## config.mk

```make
export PLATFORM = sky130hd
export DESIGN_NAME = stop_watch_ctrl
export DESIGN_NICKNAME = d
export VERILOG_FILES = /design/src/rtl/stop_watch_ctrl.sv
export SDC_FILE = /design/constraint.sdc
export NUM_CORES = 1
export LEC_CHECK = 0
export BUFFER_PORTS_ARGS = -buffer_cell sky130_fd_sc_hd__buf_2
export CORE_ASPECT_RATIO = 1.5
export CORE_MARGIN = 1
export CORE_UTILIZATION = 49
export DETAILED_ROUTE_END_ITERATION = 8
export MAX_ROUTING_LAYER = met4
export PLACE_DENSITY = 0.76
export SYNTH_ARGS = -nofsm -noshare
export SYNTH_HDL_FRONTEND = slang
export SYNTH_SLANG_ARGS = --single-unit
```

## constraint.sdc

```tcl
create_clock -name clk -period 1.9 [get_ports clk]
set_input_delay 0.57 -clock clk [delete_from_list [all_inputs] [get_ports clk]]
set_output_delay 0.57 -clock clk [all_outputs]
set_load 0.1 [all_outputs]
```

## src/rtl/stop_watch_ctrl.sv

```systemverilog
// stop_watch_ctrl: button front end, run/pause/lap FSM and display select
// for the stop_watch millisecond counter.
// Optional feature macro: STOP_WATCH_DEBOUNCE_EN adds a DEB_CYCLES-cycle
// stability filter between the synchronizer and the edge detector.
module stop_watch_ctrl #(
  parameter int W          = 32,
  parameter int DEB_CYCLES = 20000
) (
  input  logic         clk,
  input  logic         rst,
  input  logic         btn_ss,
  input  logic         btn_lr,
  input  logic [W-1:0] nrms,
  output logic         run_en,
  output logic         cnt_clr,
  output logic [W-1:0] lap_val,
  output logic [3:0]   lap_cnt,
  output logic [W-1:0] disp_ms,
  output logic [1:0]   state
);

  typedef enum logic [1:0] {
    IDLE  = 2'd0,
    RUN   = 2'd1,
    PAUSE = 2'd2,
    LAP   = 2'd3
  } state_t;

  // Bit 0 carries start/stop, bit 1 carries lap/reset throughout the front end.
  logic [1:0] sync_p0;
  logic [1:0] sync_p1;
  logic [1:0] lvl;
  logic [1:0] lvl_d;
  logic [1:0] pulse;

  state_t         state_q;
  state_t         state_d;
  logic           run_d;
  logic           clr_d;
  logic [W-1:0]   lap_val_d;
  logic [3:0]     lap_cnt_d;

  // Two-flop synchronizer for both raw buttons.
  always_ff @(posedge clk or negedge rst) begin
    if (!rst) begin
      sync_p0 <= '0;
      sync_p1 <= '0;
    end else begin
      sync_p0 <= {btn_lr, btn_ss};
      sync_p1 <= sync_p0;
    end
  end

`ifdef STOP_WATCH_DEBOUNCE_EN
  localparam int CW = $clog2(DEB_CYCLES + 1);

  logic [CW-1:0] deb_cnt [2];

  // Debounced level follows the synchronized level only after it has
  // differed for DEB_CYCLES consecutive cycles; any return resets the count.
  always_ff @(posedge clk or negedge rst) begin
    if (!rst) begin
      deb_cnt[0] <= '0;
      deb_cnt[1] <= '0;
      lvl        <= '0;
    end else begin
      for (int i = 0; i < 2; i++) begin
        if (sync_p1[i] == lvl[i]) begin
          deb_cnt[i] <= '0;
        end else if (deb_cnt[i] == CW'(DEB_CYCLES - 1)) begin
          lvl[i]     <= sync_p1[i];
          deb_cnt[i] <= '0;
        end else begin
          deb_cnt[i] <= deb_cnt[i] + CW'(1);
        end
      end
    end
  end
`else
  assign lvl = sync_p1;
`endif

  // Registered rising-edge detector: one pulse per press, none while held.
  always_ff @(posedge clk or negedge rst) begin
    if (!rst) begin
      lvl_d <= '0;
      pulse <= '0;
    end else begin
      lvl_d <= lvl;
      pulse <= lvl & ~lvl_d;
    end
  end

  // Next-state and next-output logic; start/stop has priority over lap/reset.
  always_comb begin
    state_d   = state_q;
    clr_d     = 1'b0;
    lap_val_d = lap_val;
    lap_cnt_d = lap_cnt;
    unique case (state_q)
      IDLE: begin
        if (pulse[0]) state_d = RUN;
      end
      RUN: begin
        if (pulse[0]) begin
          state_d = PAUSE;
        end else if (pulse[1]) begin
          state_d   = LAP;
          lap_val_d = nrms;
          if (lap_cnt != 4'd15) lap_cnt_d = lap_cnt + 4'd1;
        end
      end
      LAP: begin
        if (pulse[0])      state_d = PAUSE;
        else if (pulse[1]) state_d = RUN;
      end
      PAUSE: begin
        if (pulse[0]) begin
          state_d = RUN;
        end else if (pulse[1]) begin
          state_d   = IDLE;
          clr_d     = 1'b1;
          lap_val_d = '0;
          lap_cnt_d = '0;
        end
      end
      default: state_d = IDLE;
    endcase
    run_d = (state_d == RUN) || (state_d == LAP);
  end

  // State and control outputs, all registered off the event pulse.
  always_ff @(posedge clk or negedge rst) begin
    if (!rst) begin
      state_q <= IDLE;
      run_en  <= 1'b0;
      cnt_clr <= 1'b0;
      lap_val <= '0;
      lap_cnt <= '0;
    end else begin
      state_q <= state_d;
      run_en  <= run_d;
      cnt_clr <= clr_d;
      lap_val <= lap_val_d;
      lap_cnt <= lap_cnt_d;
    end
  end

  // Display register: frozen lap value in LAP, live count otherwise.
  always_ff @(posedge clk or negedge rst) begin
    if (!rst) begin
      disp_ms <= '0;
    end else begin
      disp_ms <= (state_q == LAP) ? lap_val : nrms;
    end
  end

  assign state = state_q;

endmodule

```

[After elaboration in Yosys (flattened, before gate mapping)]
Cells that the tools add are included.
W data, S select, Z words.
Cells by class
  reduce and logical (&&, ||, !) cells: 5
  $add $sub $neg: 1
  eq/ne operators: 11
  bitwise gates (word level): 2
  mux-type cells: 23
Operator list (number)
  $mux W32: 5
  $pmux W32 S2: 1
  $mux W4: 5
  $mux W2: 7
  $ne A2 B2 Y1 const B: 5
  $pmux W2 S4: 1
  $pmux W4 S2: 1
  $eq A2 B2 Y1 const B: 3
  $reduce_and A6 Y1: 1
  $reduce_and A5 Y1: 1
  $add A4 B1 Y4 const B: 1
  $eq A2 B1 Y1 const B: 2
  $ne A4 B4 Y1 const B: 1
  $mux W1: 3
  $and A2 B2 Y2: 1
  $logic_not A2 Y1: 1
  $not A2 Y2: 1
  $reduce_bool A2 Y1: 1
  $logic_or A1 B1 Y1: 1
Storage, ports and cells
  register bits after elaboration: 80
  input port bits: 36
  word-level logic and storage cells: 52

[Longest topological paths before layout]
Gate-level depths: netlist (run 1).
  depth after elaboration: 5
  gate-level depth with buffers: 6

[Least setup slack after synthesis (run 1)]
OpenSTA, ideal clock, no wires.
  path kind: register to register
  start point: register state_q[0], in the netlist state[0]
  end point: register lap_val[10]
  buffers on the path: 2
  setup slack: -146 ps
  data arrival time: 1923 ps
  stages on the path, launching flop included: 6
  cell sequence: dfrtp_1 -> buf_2 -> xor2_4 -> nand2_2 -> buf_2 -> a22o_1
On the way
  longest elaborated chain between the ends: 3
  elaborated cells between the ends (all ways): 9
  those cells by class: 6 x eq/ne; 1 x mux; 2 x reduce/logical
RTL lines
  from (decl): line 36  | state_t state_q;
  from (signal assigned): line 141  | state_q <= state_d;
  $eq A2 B1 Y1 / $eq A2 B2 Y1 (equally long branches): line 100  | unique case (state_q)
  $ne A2 B2 Y1 (no line) / $reduce_bool A2 Y1 (equally long branches)
  $reduce_and A5 Y1 (no line)
  to (signal assigned): line 144  | lap_val <= lap_val_d;
  to (decl): line 16  | output logic [W-1:0] lap_val,
Several ways; a longest one is shown, not always the timed one.
A chain may end at the register's enable or synchronous reset.

[Worst setup path after layout (run 1)]
  start point: register lap_cnt[2]
  end point: output port lap_cnt[2]
RTL lines
  from (decl): line 17  | output logic [3:0] lap_cnt,
  from (signal assigned): line 145  | lap_cnt <= lap_cnt_d;
No word-level cell between the ends.

==> run metrics, run 1 <==
outcome=completed; Netlist cell types=28; Routed WL=~6 mm; Max Slew Vio Count=0; die height=slightly below 100 µm; CP Capture Type=output pin; Antenna Nets Post-Route=0; post-synth design cell area=between 2000 and 3000 µm²; top-area cell type share of the netlist area=about two thirds; crit start category=flop; Global Route Usage Sum=between 20% and 30%; crit share post-route=a little over nine tenths; global-route wire length before repair=9.74 mm; Setup WS pre-CTS=approximately 380 ps; asr flop ratio synth=between 90% and 100%; row cnt=34; top-count cell post-synth=dfrtp_1; syn nets=around 230; endpoints failing setup=0; Placement Cell Area=3550 µm²; Post-synth EDFFs=0; TritonCTS Buffers=9; Synth warnings=0; worst hold slack=around 240 ps; Tmin final=~1800 ps; CTS tree=done; Final GP Congestion=0.785; drt pass-1 iters=4; Residual DRC=0; Crit-path slowest cell=buf_2; number of nets in the layout=334; I/O pin count=between 100 and 150; RSZ-0062 raised after global routing=no; CP Cell Sequence=buf_2; final hold vios=0; top cells by instance count after synthesis=dfrtp_1, a22o_1, mux2_1, buf_2; Port Buffers=about 110; Slew @ Worst Pin=506 ps; global route total overflow=0; area delta synth->final=26.9%; Worst path top cell family by delay=buffers and inverters; Avg Cell Area, Syn=around 16 µm²; postcts setup bufs=0; die width=65.5 µm; clock latency on the worst-skew pair=about 330 ps; Slew headroom=between 60% and 70%; n_diodes=0; final setup skew=roughly 11 ps; layout cells sized above 1=between 40% and 50%; setup tns final=0 ps; post-route design area=between 3000 and 4000 µm²; largest net degree at the start of global routing=80; Worst Hold Class=primary input to async pin; initial drt markers=145; Max-Cap Viols=0; Arrival @ worst endpoint=around 1200 ps; Largest stage delay, worst path=between 400 and 500 ps; core area=about 6000 µm²; via/cell ratio=5.31; worst setup path category=flop to output pin; clock root buffer=clkbuf_8; drt wl/cell=15.8 µm; Yosys top cell by area=dfrtp_1; cts hold-fix bufs=0; Reg clk slew, reported paths=~80 ps; clk sinks=79; Worst Path Buf+Inv=1; gate count after technology mapping=189; final worst setup slack=roughly 110 ps; vias in the first global route=2,019; Critical Path Fanout Max=7; CP required=between 1000 and 1500 ps; fmax=~560 MHz; Primary FF master, synth=dfrtp_1; largest cells by area after synthesis=dfrtp_1, mux2_1, a22o_1; post-synthesis sequential area ratio=between 60% and 70%; number of gates resized after CTS=0; Clock Tree Buf Depth=2; Initial Util=between 50% and 60%; H-tree level count=3; FF+latch count, synth=79; antenna violations before repair=0; full die area=around 6400 µm²; post-DP HPWL=about 4.0 mm; Vias=1,985
[path summary, 6_finish.rpt]
check | startpoint | end | slack, ps | cells past startpoint
setup / recovery | lap_cnt[2]$_DFFE_PN0P_ | lap_cnt[2] | 110 | 1
hold / removal | rst | sync_p0[0]$_DFF_PN0_ | 240 | 2
setup reg to reg | state[1]$_DFF_PN0_ | lap_val[19]$_DFFE_PN0P_ | 360 | 4
hold reg to reg | lvl[1]$_DFF_PN0_ | lvl_d[1]$_DFF_PN0_ | 370 | 0
max in group asynchronous | rst | lap_cnt[1]$_DFFE_PN0P_ | 1320 | 2
min in group clk | btn_ss | sync_p0[0]$_DFF_PN0_ | 340 | 1
[routing by layer]
layer  GRT usage (%)  vias up  part of all wire (%)
met2            34.3       57                    54
met5               -        -                     0
met3            4.11        4                   4.0
li1                -      910                     -
met4            8.86        0                  0.98
met1            25.1     1014                    41
[state kept, by name, summed over array words and instances, names as in the netlist]
signal	count
cnt_clr	1
disp_ms	32
lap_cnt	4
lap_val	32
lvl	2
lvl_d	2
pulse	2
state	2
sync_p0	2
[cells in the final DEF, fill, tap and decap left out]
master       n
a211o_1      1
a21boi_0     1
a22o_1      32
a31oi_1      3
a41oi_1      1
and3_1       1
and3_4       1
and4_1       2
buf_12       2
buf_2      103
buf_4        3
bufinv_16    1
clkbuf_1     1
clkbuf_4     3
clkbuf_8    12
clkinv_2     2
dfrtp_1     75
dfrtp_2      4
ha_1         1
inv_2        1
mux2_1      32
nand2_1      2
nand2_2      1
nand3_1      1
nand4_1      1
nor2_1       1
nor2b_1      5
nor3b_1      3
o21ai_0      1
o22ai_1      1
o2bb2ai_1    1
o31ai_1      1
xor2_1       1
xor2_4       1
[per-stage QoR]
step                instances  utilization [%]
floorplan                 189                -
global placement          358             60.9
detailed placement        358             60.9
CTS                       374             64.4
global route              374             64.6
finish                    374             64.6
[area by class of cell]
class / instances / area (µm²)
timing repair buffer: 111 / 601
sequential: 79 / 1980
clock inverter: 3 / 40.0
inverter: 1 / 3.75
clock buffer: 13 / 169
multi-input combinational: 95 / 878
tap: 72 / 90.1
fill: 436 / 2060
[cells by family (layout without fill, tap and decap cells)]
logic type,after synthesis,count (layout),synth area share (%)
adder cells (fa/ha/maj),1,1,0.422
buffers and inverters,15,128,3.71
AO/OA/AOI/OAI,42,42,11.9
AND/OR/NAND/NOR,18,18,3.97
multiplexers,32,32,12.2
XOR/XNOR,2,2,1.22
flip-flops,79,79,66.7
Power of run 1 is left out: the tool's default activity adds up to more than one toggle a clock period on the data nets, which glitch-free logic cannot reach.
==> run 2, diff against run 1 <==
clock period = 1.75 ns   (was 1.9 ns; I/O delays follow)
==> run 2 against run 1 <==
  * Die area is the same
  * Non-clock buffer count grew 2
  * Sequential share of layout area shrank 0.76 points
  * Critical path type unchanged
==> run metrics, run 2 (synthesis gave the netlist of run 1 again) <==
Arrival @ worst endpoint=1190 ps (-30 ps); clk sinks=79 (unchanged); Largest stage delay, worst path=440 ps (-20 ps); Inst Count DP=360 (+0.56%); core area=5830 µm² (unchanged); row cnt=34 (unchanged); fmax=~580 MHz; RSZ-0062 raised after global routing=no; area delta synth->final=29.1%; crit start category=flop; n_diodes=0 (unchanged); CTS tree=done; global-route wire length before repair=9.87 mm (+1.3%); clock latency on the worst-skew pair=340 ps (about the same); CP Capture Type=output pin; Layout Cells excl Fill=375 (+0.27%); Global Route Usage Sum=21.8% (+0.75 points); crit share post-route=about 98%; vias in the first global route=2,079 (+3.0%); die width=65.5 µm (unchanged); Slew headroom=66.2% (-0.29 points); clock root buffer=clkbuf_8; Worst Path Buf+Inv=1 (unchanged); Worst Hold Class=primary input to async pin; Final GP Congestion=0.794 (+1.1%); Reg clk slew, reported paths=70 ps (about the same); postcts setup bufs=0 (unchanged); CP Cell Sequence=buf_2; CP required=1220 ps (-110 ps); layout cells sized above 1=45.5% (+1.2 points); final setup skew=10.2 ps (-0.897 ps); worst reg2reg setup slack=200 ps (-160 ps); Slew @ Worst Pin=511 ps (+4.31 ps); cts hold-fix bufs=0 (unchanged); Crit-path slowest cell=buf_2; post-DP HPWL=4.18 mm (+4.3%); outcome=completed; global route total overflow=0 (unchanged); initial drt markers=106 (-27%); Top Registers=disp_ms x32, lap_val x32, lap_cnt x4; setup tns final=0 ps (unchanged); Clock Tree Buf Depth=2 (unchanged); final hold vios=0 (unchanged); Worst path top cell family by delay=buffers and inverters; drt wl/cell=16.1 µm (+2.3%); Placement Cell Area=3620 µm² (+2.2%); Max Slew Vio Count=0 (unchanged); Antenna Nets Post-Route=0 (unchanged); die height=97.3 µm (unchanged); I/O pin count=108 (unchanged); full die area=6370 µm² (unchanged); Routed WL=6.04 mm (+2.5%); post-route design area=3830 µm² (+1.7%); most frequent cells in the layout=buf_2, dfrtp_1, mux2_1, a22o_1, clkbuf_8; Port Buffers=107 (unchanged); largest net degree at the start of global routing=38 (-53%); Reg2Reg Depth=4 (unchanged); most common cell after layout, fill and taps aside=buf_2; endpoints failing setup=0 (unchanged); Critical Path Fanout Max=7 (unchanged); H-tree level count=3 (unchanged); Crit. path cell count=1 (unchanged); worst setup path category=flop to output pin; number of nets in the layout=336 (+0.60%); Vias=1,990 (+0.25%); Residual DRC=0 (unchanged); drt pass-1 iters=4 (unchanged); via/cell ratio=5.31 (about the same); Tmin final=about 1700 ps; TritonCTS Buffers=9 (unchanged); antenna violations before repair=0 (unchanged); Initial Util=50.9% (unchanged); Max-Cap Viols=0 (unchanged)
==> run 2: cell types whose count changed in the layout (fill, tap and decap cells not counted) <==
cell / previous run / this run
buf_12: 2 / 6
buf_2: 103 / 100
clkbuf_8: 12 / 10
clkinvlp_4: 0 / 2
dfrtp_1: 75 / 73
buf_4: 3 / 4
clkbuf_1: 1 / 0
clkinv_2: 2 / 1
clkinv_4: 0 / 1
dfrtp_2: 4 / 5
dfrtp_4: 0 / 1
==> run 2: area by class of cell <==
type                            count  area, µm²
Tap cell                           72       90.1
Clock inverter                      5       58.8
Multi-Input combinational cell     95        878
Timing Repair Buffer              113        673
Inverter                            1       3.75
Clock buffer                       10        138
Fill cell                         448       2000
Sequential cell                    79       1990
==> run 2: worst register-to-register path, stage by stage (launching register included) <==
cell     delay [ps]
dfrtp_4         570
xor2_4          260
nand2_2         200
buf_12          220
a22o_1          200
==> run 2: final timing paths <==
kind | startpoint | endpoint
worst max-delay path | lap_cnt[2]$_DFFE_PN0P_ | lap_cnt[2]
worst min-delay path | rst | disp_ms[0]$_DFF_PN0_
worst max register to register | state[0]$_DFF_PN0_ | lap_val[2]$_DFFE_PN0P_
worst min register to register | sync_p0[0]$_DFF_PN0_ | lvl[0]$_DFF_PN0_
max in group asynchronous | rst | state[1]$_DFF_PN0_
min in group clk | btn_ss | sync_p0[0]$_DFF_PN0_
==> run 2: routing by layer <==
metal  wire length, µm  share of wire [%]  GRT usage, %
met5                 0                  0             -
met4               189                3.1          12.2
met3               280                4.6          4.93
met2              3080                 51          32.8
met1              2490                 41          26.8
==> run 2: repair_timing <==
action                                  CTS  global route
endpoints found under the setup margin    0             3
gates resized for setup                   0             3
endpoints found under the hold margin     0             0
==> run 2: per-stage QoR <==
stage	setup slack [ps]	hold slack (ps)	util, %
floorplan	47.5	229	-
global placement	269	339	62.2
detailed placement	219	346	62.2
CTS	22.4	89.4	65.6
global route	0.745	107	65.7
finish	39.4	98.7	65.7
Power of run 2 is left out for the same reason.
